[src/rtl/membus_2_arbiter.sv]
`default_nettype none
// ============================================================================
//  Module   : membus_2_arbiter
//  Purpose  : Two-master arbiter for a single membus slave port. m0 is the
//             processor, m1 the data channel. One master owns the bus for a
//             complete memory cycle (address phase plus data phase).
//  Options  : MEMBUS_ARB_RR_EN - round-robin tie-break instead of fixed
//             priority (m0 > m1).
//  Revision : 1.0 - initial release
// ============================================================================
module membus_2_arbiter #(
    parameter int TIMEOUT = 1024,
    parameter int TW      = 10
) (
    input  logic         clk,
    input  logic         reset,

    // master 0 (processor)
    input  logic         m0_wr_rs,
    input  logic         m0_rq_cyc,
    input  logic         m0_rd_rq,
    input  logic         m0_wr_rq,
    input  logic [21:35] m0_ma,
    input  logic [18:21] m0_sel,
    input  logic         m0_fmc_select,
    input  logic [0:35]  m0_mb_write,
    output logic         m0_addr_ack,
    output logic         m0_rd_rs,
    output logic [0:35]  m0_mb_read,

    // master 1 (data channel)
    input  logic         m1_wr_rs,
    input  logic         m1_rq_cyc,
    input  logic         m1_rd_rq,
    input  logic         m1_wr_rq,
    input  logic [21:35] m1_ma,
    input  logic [18:21] m1_sel,
    input  logic         m1_fmc_select,
    input  logic [0:35]  m1_mb_write,
    output logic         m1_addr_ack,
    output logic         m1_rd_rs,
    output logic [0:35]  m1_mb_read,

    // slave port
    output logic         s_wr_rs,
    output logic         s_rq_cyc,
    output logic         s_rd_rq,
    output logic         s_wr_rq,
    output logic         s_fmc_select,
    output logic [21:35] s_ma,
    output logic [18:21] s_sel,
    output logic [0:35]  s_mb_write,
    input  logic         s_addr_ack,
    input  logic         s_rd_rs,
    input  logic [0:35]  s_mb_read,

    // status
    output logic [1:0]   gnt,
    output logic         nxm
);

    typedef enum logic [1:0] {
        IDLE   = 2'd0,
        A_WAIT = 2'd1,
        D_WAIT = 2'd2,
        REL    = 2'd3
    } state_t;

    localparam logic [TW-1:0] c_TLAST = TW'(TIMEOUT - 1);

    state_t          state_q;
    logic            own_q;       // 0 = m0 owns, 1 = m1 owns
    logic [1:0]      gnt_q;
    logic            nxm_q;
    logic [TW-1:0]   tcnt_q;
    logic            rq_wr_q;     // cycle was a write (ends on wr_rs rise)
    logic            wr_prev_q;   // routed wr_rs one cycle ago
    logic            rd_prev_q;   // slave rd_rs one cycle ago
`ifdef MEMBUS_ARB_RR_EN
    logic            last_q;      // previous owner, for the round-robin tie-break
`endif

    logic            w_win;       // arbitration winner when in IDLE
    logic            w_act;       // bus currently granted
    logic            w_end;       // data phase complete this cycle

    assign gnt   = gnt_q;
    assign nxm   = nxm_q;
    assign w_act = (gnt_q != 2'b00);

    // Pick the winner among current requesters; a lone requester always wins.
    always_comb begin
        w_win = 1'b0;
`ifdef MEMBUS_ARB_RR_EN
        if (m0_rq_cyc && m1_rq_cyc)
            w_win = ~last_q;
        else
            w_win = ~m0_rq_cyc;
`else
        w_win = ~m0_rq_cyc;
`endif
    end

    // Steer the owner's request lines to the slave and the slave's replies
    // back to the owner only; everything is quiet while nobody holds the bus.
    always_comb begin
        s_wr_rs      = 1'b0;
        s_rq_cyc     = 1'b0;
        s_rd_rq      = 1'b0;
        s_wr_rq      = 1'b0;
        s_fmc_select = 1'b0;
        s_ma         = '0;
        s_sel        = '0;
        s_mb_write   = '0;
        m0_addr_ack  = 1'b0;
        m0_rd_rs     = 1'b0;
        m0_mb_read   = '0;
        m1_addr_ack  = 1'b0;
        m1_rd_rs     = 1'b0;
        m1_mb_read   = '0;
        if (w_act) begin
            if (own_q) begin
                s_wr_rs      = m1_wr_rs;
                s_rq_cyc     = m1_rq_cyc;
                s_rd_rq      = m1_rd_rq;
                s_wr_rq      = m1_wr_rq;
                s_fmc_select = m1_fmc_select;
                s_ma         = m1_ma;
                s_sel        = m1_sel;
                s_mb_write   = m1_mb_write;
                m1_addr_ack  = s_addr_ack;
                m1_rd_rs     = s_rd_rs;
                // the membus data lines are a wired-OR of both drivers
                m1_mb_read   = s_mb_read | m1_mb_write;
            end else begin
                s_wr_rs      = m0_wr_rs;
                s_rq_cyc     = m0_rq_cyc;
                s_rd_rq      = m0_rd_rq;
                s_wr_rq      = m0_wr_rq;
                s_fmc_select = m0_fmc_select;
                s_ma         = m0_ma;
                s_sel        = m0_sel;
                s_mb_write   = m0_mb_write;
                m0_addr_ack  = s_addr_ack;
                m0_rd_rs     = s_rd_rs;
                m0_mb_read   = s_mb_read | m0_mb_write;
            end
        end
    end

    // Write/RMW cycles finish on the owner's wr_rs rising edge, reads on the
    // falling edge of the slave's rd_rs.
    always_comb begin
        w_end = 1'b0;
        if (rq_wr_q)
            w_end = s_wr_rs & ~wr_prev_q;
        else
            w_end = rd_prev_q & ~s_rd_rs;
    end

    // Cycle FSM: grant in IDLE, address phase with timeout, data phase,
    // then one quiet cycle before the next arbitration.
    always_ff @(posedge clk) begin
        if (reset) begin
            state_q   <= IDLE;
            own_q     <= 1'b0;
            gnt_q     <= 2'b00;
            nxm_q     <= 1'b0;
            tcnt_q    <= '0;
            rq_wr_q   <= 1'b0;
            wr_prev_q <= 1'b0;
            rd_prev_q <= 1'b0;
`ifdef MEMBUS_ARB_RR_EN
            last_q    <= 1'b1;
`endif
        end else begin
            nxm_q     <= 1'b0;
            wr_prev_q <= s_wr_rs;
            rd_prev_q <= s_rd_rs;
            case (state_q)
                IDLE: begin
                    if (m0_rq_cyc || m1_rq_cyc) begin
                        own_q   <= w_win;
                        gnt_q   <= w_win ? 2'b10 : 2'b01;
                        tcnt_q  <= '0;
                        state_q <= A_WAIT;
`ifdef MEMBUS_ARB_RR_EN
                        last_q  <= w_win;
`endif
                    end
                end
                A_WAIT: begin
                    tcnt_q <= tcnt_q + TW'(1);
                    if (s_addr_ack) begin
                        rq_wr_q <= s_wr_rq;
                        state_q <= D_WAIT;
                    end else if (!s_rq_cyc) begin
                        // owner withdrew before the address was accepted
                        gnt_q   <= 2'b00;
                        state_q <= REL;
                    end else if (tcnt_q == c_TLAST) begin
                        // nonexistent memory: nxm is high during the quiet cycle
                        nxm_q   <= 1'b1;
                        gnt_q   <= 2'b00;
                        state_q <= REL;
                    end
                end
                D_WAIT: begin
                    if (w_end) begin
                        gnt_q   <= 2'b00;
                        state_q <= REL;
                    end
                end
                REL: begin
                    state_q <= IDLE;
                end
                default: begin
                    gnt_q   <= 2'b00;
                    state_q <= IDLE;
                end
            endcase
        end
    end

endmodule
`default_nettype wire

[config.mk]
export PLATFORM = sky130hd
export DESIGN_NAME = membus_2_arbiter
export DESIGN_NICKNAME = d
export VERILOG_FILES = /design/src/rtl/membus_2_arbiter.sv
export SDC_FILE = /design/constraint.sdc
export NUM_CORES = 1
export LEC_CHECK = 0
export CAP_MARGIN = 20
export CORE_AREA = 2 2 117 119
export CTS_CLUSTER_DIAMETER = 60
export DETAILED_ROUTE_END_ITERATION = 6
export DIE_AREA = 0 0 119 121
export DONT_BUFFER_PORTS = 1
export GPL_ROUTABILITY_DRIVEN = 0
export PLACE_DENSITY = 0.33
export SKIP_LAST_GASP = 1
export SLEW_MARGIN = 20
export SYNTH_ARGS = -nofsm -noshare
export SYNTH_HDL_FRONTEND = slang
export SYNTH_SLANG_ARGS = --single-unit
[constraint.sdc]
create_clock -name clk -period 2.1 [get_ports clk]
set_clock_uncertainty 0.15 [all_clocks]
set_input_delay 0.21 -clock clk [delete_from_list [all_inputs] [get_ports clk]]
set_output_delay 0.21 -clock clk [all_outputs]
set_load 0.03 [all_outputs]
Yosys cells after proc, flatten, opt, wreduce, memory -nomap -nowiden
Index checks and enable logic that the tools add are counted.
{ "totals": {"register_bits": 19, "input_bits": 160, "elab_cells": 83} }
{ "classes": {"n_addsub": 1, "eq_ne": 9, "muxes": 45, "n_bitwise": 9, "reduce_logical": 11} }
{ "op_table": {"columns": ["op", "n"], "rows": [
  ["$mux W36", 6],
  ["$or A36 B36 Y36", 2],
  ["$mux W15", 2],
  ["$mux W2", 11],
  ["$mux W1", 20],
  ["$pmux W10 S2", 1],
  ["$add A10 B1 Y10 const B", 1],
  ["$eq A10 B10 Y1 const B", 1],
  ["$mux W10", 1],
  ["$mux W4", 2],
  ["$pmux W2 S4", 1],
  ["$ne A2 B2 Y1 const B", 3],
  ["$pmux W2 S3", 1],
  ["$reduce_and A2 Y1", 3],
  ["$not A1 Y1", 5],
  ["$reduce_and A5 Y1", 1],
  ["$eq A2 B2 Y1 const B", 2],
  ["$ne A4 B4 Y1 const B", 1],
  ["$reduce_bool A2 Y1", 2],
  ["$reduce_or A4 Y1", 1],
  ["$ne A3 B3 Y1 const B", 1],
  ["$reduce_and A3 Y1", 1],
  ["$reduce_bool A3 Y1", 1],
  ["$and A1 B1 Y1", 2],
  ["other kinds (3)", 3]
]} }

Logic depth before layout (Yosys ltp)
Gate-level depths: netlist of run 1.
{ "logic_depth": {"word_depth": 6, "ltp_mapped": 8, "depth_no_buf": 7} }

Least setup slack after synthesis of run 1
Ideal clock, no wire load.
{ "synth_path": {"path_type": "reg2out", "from": "reg gnt_q[0], in the netlist gnt[0]", "to": "out s_ma[24] (netlist bit)", "arrival_time_ps": 1896, "required_ps": 1740, "slack_ps": -156, "stages_incl_launch_ff": 7, "n_path_buf": 3, "cell_sequence": "dfxtp_1 > nor2_1 > nor2b_1 > clkbuf_1 > clkbuf_1 > clkbuf_1 > a22o_1"} }
{ "synth_via": {"elab_chain_len": 2} }
{ "synth_rtl": {"columns": ["item", "line", "text"], "rows": [
  ["start: declaration", "73", "logic [1:0] gnt_q;"],
  ["start signal: assignment", "184", "gnt_q <= w_win ? 2'b10 : 2'b01;"],
  ["$reduce_bool A2 Y1", "89", "assign w_act = (gnt_q != 2'b00);"],
  ["$mux W15", "121", "if (w_act) begin"],
  ["end: declaration", "50", "output logic [21:35] s_ma,"]
]} }
Every way passes these cells.

Final worst setup path of run 1
{ "layout_path": {"from": "reg gnt_q[1], in the netlist gnt[1]", "to": "out s_mb_write[23] (netlist bit)"} }
{ "layout_via": {"elab_chain_len": 2} }
{ "layout_rtl": {"columns": ["item", "line", "text"], "rows": [
  ["$reduce_bool A2 Y1", "89", null],
  ["$mux W36", "121", null],
  ["end: declaration", "52", "output logic [0:35] s_mb_write,"]
]} }
Every way passes these cells.

==> results_dict.tcl, run 1 <==
set metrics [dict create \
    ys.warnings.count 0 \
    wl_um 13200 \
    yosysSeqAreaShare_pct 17.9 \
    final-setup-viol-count 0 \
    max_cap_violations 0 \
    numCtsBuffers 3 \
    syn_inst 264 \
    vias 2573 \
    io_buffers 0 \
    crit_path_max_fanout 33 \
    min_period_ns 2.02 \
    die_y_um 121 \
    dr.first_iter.drc_count 98 \
    nFillCells 1376 \
    p_clk_share_pct 5.7 \
    initial_core_util_pct 16.2 \
    switching_share_pct 53.2 \
    syn_area_mm2 0.00212 \
    drtAntennaViolNets 0 \
    tightest_slew_ns 0.564 \
    crit_type "register to output pin" \
    clkSinkCount 19 \
    drive_gt1_share_pct 54.3 \
    ys.flop_type "dfxtp_1" \
    clock_path_buffers 2 \
    num_rows 42 \
    power_frac_seq_pct 7.0 \
    synth_top_area_cell "o21a_1" \
    nNetsFinal 489 \
    wl_met3_um 1440 \
    final_cell_area_mm2 0.00374 \
    dp_hpwl_um 11100 \
    power.internal_uw 3130 \
    cp_data_arrival_time_ns 1.66 \
    place_area_mm2 0.00353 \
    required_ns 1.74 \
    grt_remaining_overflow 0 \
    cp-end-kind "output pin" \
    grt_use_total_pct 16.7 \
    drc 0 \
    grt_pass1_wl_um 17700 \
    area_growth_pct 76.4 \
    wl_met1_um 5990 \
    path_clk_slew_ns 0.05 \
    worst_hold_path_type "input port to register" \
    coreArea_mm2 0.0131 \
    power.density_mw_per_mm2 1790 \
    diodes 0 \
    switchingPower_uw 3570 \
    p_leak_uw 0.00142 \
    die_w_um 119 \
    highest_layer "met4" \
    ir_drop_mv 0.751 \
    syn_nets 430 \
    grt_antenna_before_repair 0 \
    yosysTopAreaCellShare_pct 25.5 \
    status "finished, final reports clean" \
    final_util_pct 28.6 \
    dieArea_mm2 0.0144 \
    hold_viol_final 0 \
    rsz0062_at_grt "yes" \
    root_buffer "clkbuf_16" \
    htreeDepth 1 \
    synth_area_per_cell_um2 8.03 \
    synth_seq_cells 19 \
    pin_count 299 \
    startpoint_type "register" \
    post-route-period-util_pct 96.2 \
    relSlewSlack_pct 62.3 \
    insertion_delay_ns 0.24 \
    slew_violations 0 \
    power_frac_comb_pct 87.3 \
    ys_async_sr_fraction_pct 0 \
    synth_edf_count 0 \
    grt_max_degree 61 \
    fmax_mhz 495 \
    synth.area.top_cells "o21a_1 (26%), a22o_1 (24%), dfxtp_1 (18%)" \
    wl_met2_um 5650 \
    tns_ns 0 \
    vias_per_cell 5.17 \
    cts_tree "yes" \
    grt_pass1_vias 2546 \
    routedWlPerCell_um 26.5 \
    drtPass1Iterations 4 \
    yosysUniqueCellTypes 35 \
]
==> layout by cell type (no fill, tap or decap), types with 3 or more instances in the layout <==
master,n
clkbuf_16,3
a22o_1,38
buf_4,20
buf_12,51
xor2_1,6
a22o_2,19
mux2i_1,3
o21a_2,66
and2_2,4
ha_1,6
and3_1,3
nor3_1,3
a21oi_1,4
o21ai_0,3
nor2_1,15
nand3_1,5
dlygate4sd3_1,4
and4_1,4
dfxtp_1,17
nand2_1,7
nand2b_1,3
o21a_1,6
==> critical path, stage by stage, from the launching register on <==
cell and delay [ns]:
dfxtp_1 0.33, nor2_4 0.24, nor2b_4 0.07, buf_4 0.14, buf_8 0.17, a22o_2 0.29
buf_12 0.16
==> per-layer routing <==
layer	global-route usage, %	up-vias
met5	0	-
li1	-	1136
met3	6.20	8
met4	2.46	0
met2	24.3	173
met1	23.8	1256
==> stage by stage <==
step | total power, µW | cells | setup slack (ns) | hold WS, ns
CTS | 6730 | 497 | 0.0399 | 0.00304
global placement | 6210 | 486 | -0.0230 | 0.133
floorplan | 3810 | 264 | -0.00831 | 0.156
detailed placement | 6210 | 486 | -0.0864 | 0.134
global route | 7010 | 498 | -0.0109 | 0.0224
finish | 6700 | 498 | 0.0797 | 0.00399
==> layout make-up <==
class,count,area (µm²),area share (%)
Multi-Input combinational cell,220,1790,47.9
Timing Repair Buffer,77,1260,33.7
Sequential cell,19,383,10.2
Tap cell,176,220,5.89
Clock buffer,4,78.8,2.11
Inverter,2,7.51,0.201
==> state kept, by name (all words and copies together) (netlist names) <==
| name | cells |
|---|---|
| rd_prev_q | 1 |
| nxm | 1 |
| tcnt_q | 10 |
| gnt | 2 |
| wr_prev_q | 1 |
| state_q | 2 |
| own_q | 1 |
| rq_wr_q | 1 |
==> cells by family (layout without fill, tap and decap cells) <==
| kind of cell | Yosys count | after routing | share of synthesized area (%) |
|---|---|---|---|
| multiplexers | 3 | 3 | 1.42 |
| AO/OA/AOI/OAI | 145 | 145 | 54.5 |
| buffers and inverters | 25 | 83 | 4.49 |
| adder cells (fa/ha/maj) | 6 | 6 | 3.54 |
| XOR/XNOR | 8 | 8 | 3.31 |
| AND/OR/NAND/NOR | 58 | 58 | 14.8 |
| flip-flops | 19 | 19 | 17.9 |
==> Yosys cell counts (3+ instances only) <==
master / count
o21a_1: 72
a22o_1: 58
dfxtp_1: 19
nor2_1: 17
clkbuf_1: 15
nand2_1: 8
buf_1: 7
ha_1: 6
xor2_1: 6
nand3_1: 5
a21oi_1: 4
and2_1: 4
and4_1: 4
nor2b_1: 4
and3_1: 3
mux2i_1: 3
nand2b_1: 3
nor3_1: 3
o21ai_0: 3
==> power by group through the flow <==
| stage | clock (µW) | combinational (µW) | sequential (µW) |
|---|---|---|---|
| floorplan | 0 | 3310 | 490 |
| global placement | 0 | 5750 | 462 |
| detailed placement | 0 | 5740 | 464 |
| CTS | 394 | 5870 | 465 |
| global route | 412 | 6120 | 479 |
| finish | 382 | 5850 | 467 |
==> worst paths after layout <==
check | startpoint | endpoint | slack (ns) | cells after the start
max | gnt[1] | s_mb_write[23] | 0.08 | 6
max reg2reg | rq_wr_q | gnt[1] | 0.11 | 5
min | m0_rq_cyc | gnt[1] | 0.004 | 2
min reg2reg | rq_wr_q | rq_wr_q | 0.33 | 2
==> timing repair <==
action	4_1_cts	5_1_grt
hold buffers	4	0
cloned	1	0
endpoints found under the setup margin	108	7
setup buffers	2	1
pin swaps	0	2
resized for setup	13	3
endpoints found under the hold margin	11	0
No activity file was read; power rests on OpenSTA's default activity.
==> run 2: changes to the inputs <==
- PLACE_DENSITY: 0.33 -> 0.32
- clock period: 2.1 -> 2.34 ns (I/O delays scaled with it)
==> run 2 against run 1 <==
Against the previous run: cell count increased by 4.4%; setup slack worse by 0.029 ns; via count is 1.6% higher.
==> results_dict.tcl, run 2 (synthesis results as in run 1) <==
set metrics [dict create \
    status "finished, final reports clean" \
    grt_remaining_overflow 0 \
    switching_share_pct 54.9 \
    dp_hpwl_um 12000 \
    grt_use_total_pct 17.5 \
    grt_antenna_before_repair 0 \
    tns_ns 0 \
    startpoint_type "register" \
    clkSinkCount 19 \
    rsz0062_at_grt "no" \
    dieArea_mm2 0.0144 \
    die_w_um 119 \
    vias 2615 \
    tightest_slew_ns 0.611 \
    numCtsBuffers 3 \
    p_clk_share_pct 6.1 \
    crit_type "register to output pin" \
    max_cap_violations 0 \
    coreArea_mm2 0.0131 \
    wl_um 13600 \
    root_buffer "clkbuf_16" \
    power_frac_seq_pct 7.4 \
    crit_path_max_fanout 22 \
    cts_tree "yes" \
    insertion_delay_ns 0.25 \
    max_stage_delay_ns 0.49 \
    fin_ws_ns 0.0510 \
    top_register "tcnt_q" \
    drive_gt1_share_pct 30.5 \
    crit_chain "nor2b_4, buf_4, a22o_1, buf_12" \
    slew_violations 0 \
    min_path_cells 2 \
    post-route-period-util_pct 97.8 \
    drtAntennaViolNets 0 \
    path_clk_slew_ns 0.06 \
    min_period_ns 2.29 \
    ir_drop_mv 0.563 \
    diodes 0 \
    cp.depth 4 \
    drtPass1Iterations 4 \
    final_cells 520 \
    hold_viol_final 0 \
    crit_family "flip-flops" \
    worst_hold_path_type "input port to register" \
    seqCellArea_um2 380 \
    io_buffers 0 \
    grt_max_degree 89 \
    htreeDepth 1 \
    die_y_um 121 \
    power_frac_comb_pct 86.5 \
    vias_per_cell 5.03 \
    relSlewSlack_pct 59.2 \
    multiInputGateArea_mm2 0.00167 \
    largest_reg_flops 10 \
    nFillCells 1345 \
    crit_slowest_cell "dfxtp_1" \
    dr.first_iter.drc_count 116 \
    routedWlPerCell_um 26.2 \
    fmax_mhz 437 \
    cp_data_arrival_time_ns 1.91 \
    area_growth_pct 90.0 \
    clock_path_buffers 2 \
    final-setup-viol-count 0 \
    grt_pass1_vias 2579 \
    setup.worst_path.start "own_q" \
    drc 0 \
    nNetsFinal 511 \
    power.internal_uw 2610 \
    num_rows 42 \
    power.density_mw_per_mm2 1440 \
    p_leak_uw 0.00152 \
    dpl_worst_slack_ns 0.142 \
    initial_core_util_pct 16.2 \
    grt_pass1_wl_um 18400 \
    pin_count 299 \
    cp-end-kind "output pin" \
    r2r-start "own_q" \
    layout_commonest_cell "buf_12" \
    switchingPower_uw 3170 \
    required_ns 1.96 \
    dpl.cell_count 512 \
    r2r_cells 6 \
    critPathBufInv 2 \
    min_from "m0_rq_cyc" \
    layout_common_cells "buf_12 (73), o21a_1 (72), a22o_1 (57)" \
]
## run 2: cell count changes in the layout (fill, tap and decap cells not counted), moves of 2 or more
cell / before / now
buf_4: 20 / 22
dfxtp_1: 17 / 19
buf_12: 51 / 73
a22o_2: 19 / 1
a22o_1: 38 / 57
dfxtp_2: 2 / 0
and2_1: 0 / 4
o21a_1: 6 / 72
o21a_2: 66 / 0
and2_2: 4 / 0
## run 2: path summary, 6_finish.rpt
kind / end / slack (ns)
worst max-delay path: s_mb_write[17] / 0.05
worst min-delay path: gnt[1] / 0.03
worst max register to register: rq_wr_q / 0.20
worst min register to register: tcnt_q[0] / 0.35
## run 2: layer usage
layer	GRT usage, %	wire length, µm	part of all wire (%)	up-vias
li1	-	-	-	1186
met1	25.5	6310	46	1265
met2	26.7	6230	46	159
met3	4.46	1030	7.6	5
met4	2.08	59	0.43	0
met5	0	0	0	-
## run 2: cell type report
type                            count  share of cell area, %
Clock buffer                        4                   1.96
Inverter                            2                  0.186
Multi-Input combinational cell    220                   41.5
Tap cell                          176                   5.47
Sequential cell                    19                   9.45
Timing Repair Buffer               99                   41.4
## run 2: power groups by stage
stage               Combinational, µW  Sequential, µW  Clock (µW)
floorplan                        2870             440           0
global placement                 4990             420           0
detailed placement               5000             427           0
CTS                              5020             422         366
global route                     5210             434         377
finish                           5000             426         355
## run 2: timing repair
action                     4_1_cts  5_1_grt
pin swaps                        0        0
resized for setup                1        3
hold endpoints to repair        11        0
setup endpoints to repair       53        4
hold buffers                     4        0
buffers inserted                 0        0
## run 2: worst reg2reg max path: stages (launching register included)
cell	delay, ns
dfxtp_1	0.49
nor2b_4	0.31
buf_4	0.22
a22o_1	0.17
nand3_1	0.08
a21oi_1	0.11
dlygate4sd3_1	0.55
## run 2: stage by stage
step	cell area [µm²]	total power [µW]	hold WS (ns)	utilization [%]
final	4030	5790	0.0261	30.8
after global routing	4030	6020	0.0531	30.8
after global placement	3890	5410	0.155	29.8
after CTS	4020	5810	0.0203	30.7
after floorplan	2120	3310	0.180	-
after detailed placement	3890	5430	0.158	29.8
==> run 3: changes to the inputs <==
- CTS_CLUSTER_DIAMETER: 60 -> not set
==> results of run 3 <==
Same layout as run 2: the final DEF is identical, and so are final timing and power.
